==> src/rtl/seg7_pkg.sv <==
// seg7_pkg
// Shared definitions for the seven-segment readback path:
//   - SEG7_HEX_0..SEG7_HEX_F : active-low segment patterns (bit0=a .. bit6=g)
//   - SEG7_BLANK             : all segments off
//   - seg7_state_e           : frame FSM states
package seg7_pkg;

  localparam logic [6:0] SEG7_HEX_0 = 7'h40;
  localparam logic [6:0] SEG7_HEX_1 = 7'h79;
  localparam logic [6:0] SEG7_HEX_2 = 7'h24;
  localparam logic [6:0] SEG7_HEX_3 = 7'h30;
  localparam logic [6:0] SEG7_HEX_4 = 7'h19;
  localparam logic [6:0] SEG7_HEX_5 = 7'h12;
  localparam logic [6:0] SEG7_HEX_6 = 7'h02;
  localparam logic [6:0] SEG7_HEX_7 = 7'h78;
  localparam logic [6:0] SEG7_HEX_8 = 7'h00;
  localparam logic [6:0] SEG7_HEX_9 = 7'h10;
  localparam logic [6:0] SEG7_HEX_A = 7'h08;
  localparam logic [6:0] SEG7_HEX_B = 7'h03;
  localparam logic [6:0] SEG7_HEX_C = 7'h46;
  localparam logic [6:0] SEG7_HEX_D = 7'h21;
  localparam logic [6:0] SEG7_HEX_E = 7'h06;
  localparam logic [6:0] SEG7_HEX_F = 7'h0E;

  localparam logic [6:0] SEG7_BLANK = 7'h7F;

  typedef enum logic {
    COLLECT = 1'b0,
    PRESENT = 1'b1
  } seg7_state_e;

endpackage

==> src/rtl/seg7_pattern_to_nibble.sv <==
// seg7_pattern_to_nibble
// Combinational inverse of the hex display decoder.
// Ports:
//   pattern_i [6:0] : active-low segment pattern
//   nibble_o  [3:0] : recovered hex digit (0 when the pattern is not in the table)
//   invalid_o       : 1 when the pattern matches no hex digit
module seg7_pattern_to_nibble
  import seg7_pkg::*;
(
  input  logic [6:0] pattern_i,
  output logic [3:0] nibble_o,
  output logic       invalid_o
);

  always_comb begin
    nibble_o  = 4'h0;
    invalid_o = 1'b0;
    case (pattern_i)
      SEG7_HEX_0: nibble_o = 4'h0;
      SEG7_HEX_1: nibble_o = 4'h1;
      SEG7_HEX_2: nibble_o = 4'h2;
      SEG7_HEX_3: nibble_o = 4'h3;
      SEG7_HEX_4: nibble_o = 4'h4;
      SEG7_HEX_5: nibble_o = 4'h5;
      SEG7_HEX_6: nibble_o = 4'h6;
      SEG7_HEX_7: nibble_o = 4'h7;
      SEG7_HEX_8: nibble_o = 4'h8;
      SEG7_HEX_9: nibble_o = 4'h9;
      SEG7_HEX_A: nibble_o = 4'hA;
      SEG7_HEX_B: nibble_o = 4'hB;
      SEG7_HEX_C: nibble_o = 4'hC;
      SEG7_HEX_D: nibble_o = 4'hD;
      SEG7_HEX_E: nibble_o = 4'hE;
      SEG7_HEX_F: nibble_o = 4'hF;
      default:    invalid_o = 1'b1;
    endcase
  end

endmodule

==> src/rtl/seg7_scan_encoder.sv <==
// seg7_scan_encoder
// Samples a multiplexed active-low 4-digit seven-segment bus, debounces each
// digit, decodes it back to a nibble and presents a 16-bit frame on valid/ready.
// Ports:
//   clk, rst_n             : clock, asynchronous active-low reset
//   seg_n [6:0]            : segment bus, active-low
//   an_n  [3:0]            : digit enables, active-low, bit k = digit k
//   out_ready              : consumer accepts the presented frame
//   value [15:0]           : value[4k+3:4k] = nibble of digit k
//   value_valid            : frame present
//   invalid_mask [3:0]     : digit k pattern was not a hex pattern
//   frame_err              : more than one enable seen low during collection
module seg7_scan_encoder
  import seg7_pkg::*;
#(
  parameter int STABLE_CYCLES = 4
) (
  input  logic        clk,
  input  logic        rst_n,
  input  logic [6:0]  seg_n,
  input  logic [3:0]  an_n,
  input  logic        out_ready,
  output logic [15:0] value,
  output logic        value_valid,
  output logic [3:0]  invalid_mask,
  output logic        frame_err
);

  localparam int CW = $clog2(STABLE_CYCLES + 1);
  localparam logic [CW-1:0] STABLE_MAX = CW'(STABLE_CYCLES);

  logic [6:0]    sampleSeg_q, prevSeg_q;
  logic [3:0]    sampleAn_q, prevAn_q;
  logic [CW-1:0] stableCnt_q, stableCnt_d;
  logic [3:0]    captured_q, captured_d;
  logic [15:0]   value_q, value_d;
  logic [3:0]    invalid_q, invalid_d;
  logic          err_q, err_d;
  seg7_state_e   state_q, state_d;

  logic [2:0]    lowCount;
  logic [1:0]    digitIdx;
  logic          oneActive;
  logic          multiActive;
  logic          samePair;
  logic          captureHit;
  logic [3:0]    decNibble;
  logic          decInvalid;

  // Sample stage plus a one-deep history of the sample, used to detect dwell.
  always_ff @(posedge clk or negedge rst_n) begin
    if (!rst_n) begin
      sampleSeg_q <= SEG7_BLANK;
      sampleAn_q  <= 4'hF;
      prevSeg_q   <= SEG7_BLANK;
      prevAn_q    <= 4'hF;
    end else begin
      sampleSeg_q <= seg_n;
      sampleAn_q  <= an_n;
      prevSeg_q   <= sampleSeg_q;
      prevAn_q    <= sampleAn_q;
    end
  end

  always_comb begin
    lowCount = 3'd0;
    digitIdx = 2'd0;
    for (int i = 0; i < 4; i++) begin
      if (!sampleAn_q[i]) begin
        lowCount = lowCount + 3'd1;
        digitIdx = 2'(i);
      end
    end
  end

  assign oneActive   = (lowCount == 3'd1);
  assign multiActive = (lowCount >= 3'd2);
  // With a single enable low, equal enable vectors imply equal digit index.
  assign samePair    = (sampleSeg_q == prevSeg_q) && (sampleAn_q == prevAn_q);

  // Saturation at STABLE_MAX is what limits a dwell to a single capture.
  always_comb begin
    stableCnt_d = '0;
    if (oneActive) begin
      if (!samePair) begin
        stableCnt_d = CW'(1);
      end else if (stableCnt_q == STABLE_MAX) begin
        stableCnt_d = stableCnt_q;
      end else begin
        stableCnt_d = stableCnt_q + CW'(1);
      end
    end
  end

  assign captureHit = oneActive && (stableCnt_d == STABLE_MAX) && (stableCnt_q != STABLE_MAX);

  seg7_pattern_to_nibble u_lookup (
    .pattern_i (sampleSeg_q),
    .nibble_o  (decNibble),
    .invalid_o (decInvalid)
  );

  // Frame FSM. Captures land only in COLLECT, so a capture coinciding with the
  // handshake edge is dropped; the COLLECT->PRESENT decision uses the capture
  // set from before the edge, so a last-moment recapture still lands.
  always_comb begin
    state_d    = state_q;
    captured_d = captured_q;
    value_d    = value_q;
    invalid_d  = invalid_q;
    err_d      = err_q;
    case (state_q)
      COLLECT: begin
        if (multiActive) begin
          err_d = 1'b1;
        end
        if (captureHit) begin
          value_d[4*digitIdx +: 4] = decNibble;
          invalid_d[digitIdx]      = decInvalid;
          captured_d[digitIdx]     = 1'b1;
        end
        if (captured_q == 4'b1111) begin
          state_d = PRESENT;
        end
      end
      PRESENT: begin
        if (out_ready) begin
          state_d    = COLLECT;
          captured_d = 4'b0000;
          err_d      = 1'b0;
        end
      end
      default: state_d = COLLECT;
    endcase
  end

  always_ff @(posedge clk or negedge rst_n) begin
    if (!rst_n) begin
      state_q     <= COLLECT;
      stableCnt_q <= '0;
      captured_q  <= 4'b0000;
      value_q     <= 16'h0000;
      invalid_q   <= 4'b0000;
      err_q       <= 1'b0;
    end else begin
      state_q     <= state_d;
      stableCnt_q <= stableCnt_d;
      captured_q  <= captured_d;
      value_q     <= value_d;
      invalid_q   <= invalid_d;
      err_q       <= err_d;
    end
  end

  assign value        = value_q;
  assign value_valid  = (state_q == PRESENT);
  assign invalid_mask = invalid_q;
  assign frame_err    = err_q;

endmodule

==> config.mk <==
export PLATFORM = sky130hd
export DESIGN_NAME = seg7_scan_encoder
export DESIGN_NICKNAME = d
export VERILOG_FILES = /design/src/rtl/seg7_pkg.sv /design/src/rtl/seg7_pattern_to_nibble.sv /design/src/rtl/seg7_scan_encoder.sv
export SDC_FILE = /design/constraint.sdc
export NUM_CORES = 1
export LEC_CHECK = 0
export ABC_CLOCK_PERIOD_IN_PS = 7060
export BUFFER_PORTS_ARGS = -buffer_cell sky130_fd_sc_hd__buf_2
export CORE_MARGIN = 10
export CORE_UTILIZATION = 60
export DETAILED_ROUTE_END_ITERATION = 6
export PLACE_DENSITY_LB_ADDON = 0.15
export SLEW_MARGIN = 20
export SYNTH_ARGS = -nofsm -noshare
export SYNTH_HDL_FRONTEND = slang
export SYNTH_SLANG_ARGS = --single-unit
==> constraint.sdc <==
create_clock -name clk -period 7.06 [get_ports clk]
set_input_delay 1.059 -clock clk [delete_from_list [all_inputs] [get_ports clk]]
set_output_delay 1.059 -clock clk [all_outputs]
set_load 0.01 [all_outputs]
==> impl_metrics.toml <==
[routing]
drtIter0Drc = 114
drc = 0
vias = 1820
routed_via_density = 5.93
routed_wl_um = 5130
firstDrtPassIters = 4
ant_nets = 0
wl_per_cell_um = 16.7

[power]
pwr-share-seq_pct = 60.0
p_sw_mw = 0.135
power_density_nw_per_um2 = 188
fin_total_pwr_mw = 0.537
sw_frac_of_total_pct = 25.1
clock_power_share_pct = 29.1
vdd_drop_max_v = 0.000137
p_int_mw = 0.402
p_leak_nw = 1.31
combPwrFrac_pct = 10.9

[critical_path]
cp.buffers_inverters = 1
crit_chain = "inv_1, ha_1, xnor2_1, ha_1, o41ai_4, nand4_1, mux2_1"
max_stage_delay_ps = 760
cp.required_ps = 7250
cp_slowest_cell = "o41ai_4"
crit_top_cell = "ha_1"
cp_top_family = "compound AO/OA/AOI/OAI gates"
crit_type = "reg -> reg"
cp.arrival_ps = 3500
critPathLaunchType = "flip-flop"
cp_max_fo = 13
endpoint_kind = "flip-flop"

[clock_network]
clk_latency_ps = 300
cts_buffers = 5
clock_path_buffers = 2
clk_pin_slew_ps = 90
cts_root_buf = "clkbuf_8"
tritoncts = "done"
htreeDepth = 2
post_cts_buffers = 0
postCtsHoldBufs = 0
cts.sinks = 51
cts.repair.resized = 0

[synthesis]
ys_seq_area_share_pct = 50.5
synth_top_area_cell = "dfrtp_1"
ys_ff_latch = 51
yosys_warnings = 0
synth.area.top_cells = "dfrtp_1 (28%), dfstp_2 (22%), ha_1 (6.3%)"
yosysUniqueCellTypes = 46
syn_inst = 222
synthArstFlopShare_pct = 100
syn-num-nets = 249
avgSynthCellArea_sq_um = 11.6
synth_top_area_share_pct = 28.1
synth_ff_type = "dfrtp_1"
synth-edff-count = 0
synth.most_common_cell = "dfrtp_1"
synthesis.area_sq_um = 2580
yosys-top-cells-count = "dfrtp_1 (29), dfstp_2 (22), nand2_1 (14), xnor2_1 (14)"

[grt]
grt_overflow = 0
grt_antenna_before_repair = 0
grt_pass1_vias = 1842
grt_max_degree = 52
grt_first_pass_wirelength_um = 8680
gr-usage-all-layers_pct = 14.4

[placement]
place_hpwl_um = 3660
gp_congestion = 0.772
place_area_sq_um = 2780
portBuffers = 35

[timing]
worstMarginPinSlew_ps = 940
final.setup.tns_ps = 0
setup_violations = 0
clock-skew-final_ps = 7.56
rsz0062_at_grt = "false"
maxClockFrequency_mhz = 302
holdWs_ps = 394
maxSlewViolCount = 0
slew_headroom_pct = 36.4
finalCritPeriodShare_pct = 46.9
fin_crit_ps = 3310
hold_violations = 0

[floorplanning]
die_h_um = 85.6
die_area_sq_um = 7330
die_w_um = 85.6
top_level_ports = 36
fp-row-count = 23
initial_core_util_pct = 63.2
core_area_sq_um = 4090

[layout]
finalNetCount = 283
diodes = 0
multi_input_area_sq_um = 1180
syn_to_final_growth_pct = 10.6
fin_area_sq_um = 2860
final_util_pct = 69.9
fillers = 316
layout-drive-gt1-share_pct = 28.0
final-seq-area_sq_um = 1300

[run]
cap_violations = 0

[status]
run_status = "finished, final reports clean"

[hold_path]
hp-class = "reg -> reg"
==> per-stage QoR <==
step	setup slack [ps]	instances
after floorplan	4360	222
after global placement	3850	299
after detailed placement	3770	299
after CTS	3760	307
after global routing	3590	307
final	3750	307
==> final cells by class <==
cell class	instances	area share [%]
timing repair buffer	37	6.66
multi-input combinational	152	41.5
sequential	51	45.6
inverter	9	1.18
clock buffer	7	2.67
tap	50	2.19
clock inverter	1	0.175
==> layout by cell type (no fill, tap or decap), types with 2 or more instances in the layout <==
| master | count |
|---|---|
| nor3_1 | 4 |
| nor2_1 | 10 |
| nand4b_1 | 2 |
| dfstp_2 | 22 |
| mux2_1 | 12 |
| nor4bb_1 | 2 |
| nor3b_1 | 4 |
| dfrtp_1 | 29 |
| o2bb2ai_1 | 9 |
| buf_4 | 2 |
| nand3_1 | 6 |
| clkbuf_1 | 2 |
| or3_1 | 2 |
| nor4b_1 | 2 |
| nand2_1 | 14 |
| nand4_1 | 13 |
| inv_1 | 9 |
| a21oi_1 | 5 |
| clkbuf_8 | 5 |
| buf_2 | 35 |
| o2111ai_1 | 2 |
| nor2b_1 | 3 |
| ha_1 | 13 |
| o21ai_0 | 6 |
| xnor2_1 | 14 |
| a21boi_1 | 3 |
| and3_1 | 3 |
| nand3b_1 | 4 |
| or2_2 | 2 |
==> final timing paths <==
path                       slack (ps)         endpoint  cells past startpoint           from
hold / removal                    390      prevAn_q[1]                      0  sampleAn_q[1]
hold reg to reg                   390      prevAn_q[1]                      0  sampleAn_q[1]
max in group asynchronous        5790  invalid_mask[1]                      2          rst_n
setup / recovery                 3750         value[3]                      7  sampleAn_q[1]
min in group asynchronous         860        frame_err                      2          rst_n
setup reg to reg                 3750         value[3]                      7  sampleAn_q[1]
==> power by group through the flow <==
stage                     Sequential, mW  Combinational [mW]  Clock, mW
after floorplan                    0.320              0.0495          0
after global placement             0.327              0.0571          0
after detailed placement           0.328              0.0587          0
after CTS                          0.322              0.0592      0.164
after global routing               0.325              0.0654      0.175
final                              0.322              0.0584      0.157
==> registers in the layout, indices dropped and copies added, names as in the netlist <==
signal	flops
prevSeg_q	7
value_valid	1
prevAn_q	4
captured_q	4
stableCnt_q	3
sampleAn_q	4
value	16
invalid_mask	4
sampleSeg_q	7
frame_err	1
==> metal layers <==
metal  up-vias  share of wire, %  GRT usage, %
li1        874                 -             -
met2        44                47          22.5
met4         0               1.1          4.79
met5         -                 0             0
met1       896                46          18.0
met3         6               5.8          5.01
==> cell families after synthesis <==
kind of cell               Yosys count  synth area share [%]
and+or+nand+nor                     78                  18.8
DFF                                 51                  50.5
AOI/OAI and AO/OA                   34                  10.5
buffers and inverters               19                  3.63
xor gates and xnor gates            14                  4.75
muxes                               13                  5.62
adders and majority gates           13                  6.30
==> worst reg2reg max path: cells and delay by family (launching register included) <==
family                     cells  cell delay (ps)
DFF                            1              570
buffers and inverters          1               60
xor gates and xnor gates       1              370
muxes                          1              410
AOI/OAI and AO/OA              1              760
and+or+nand+nor                1              380
adders and majority gates      2              660
Power figures use the tool's default switching activity.
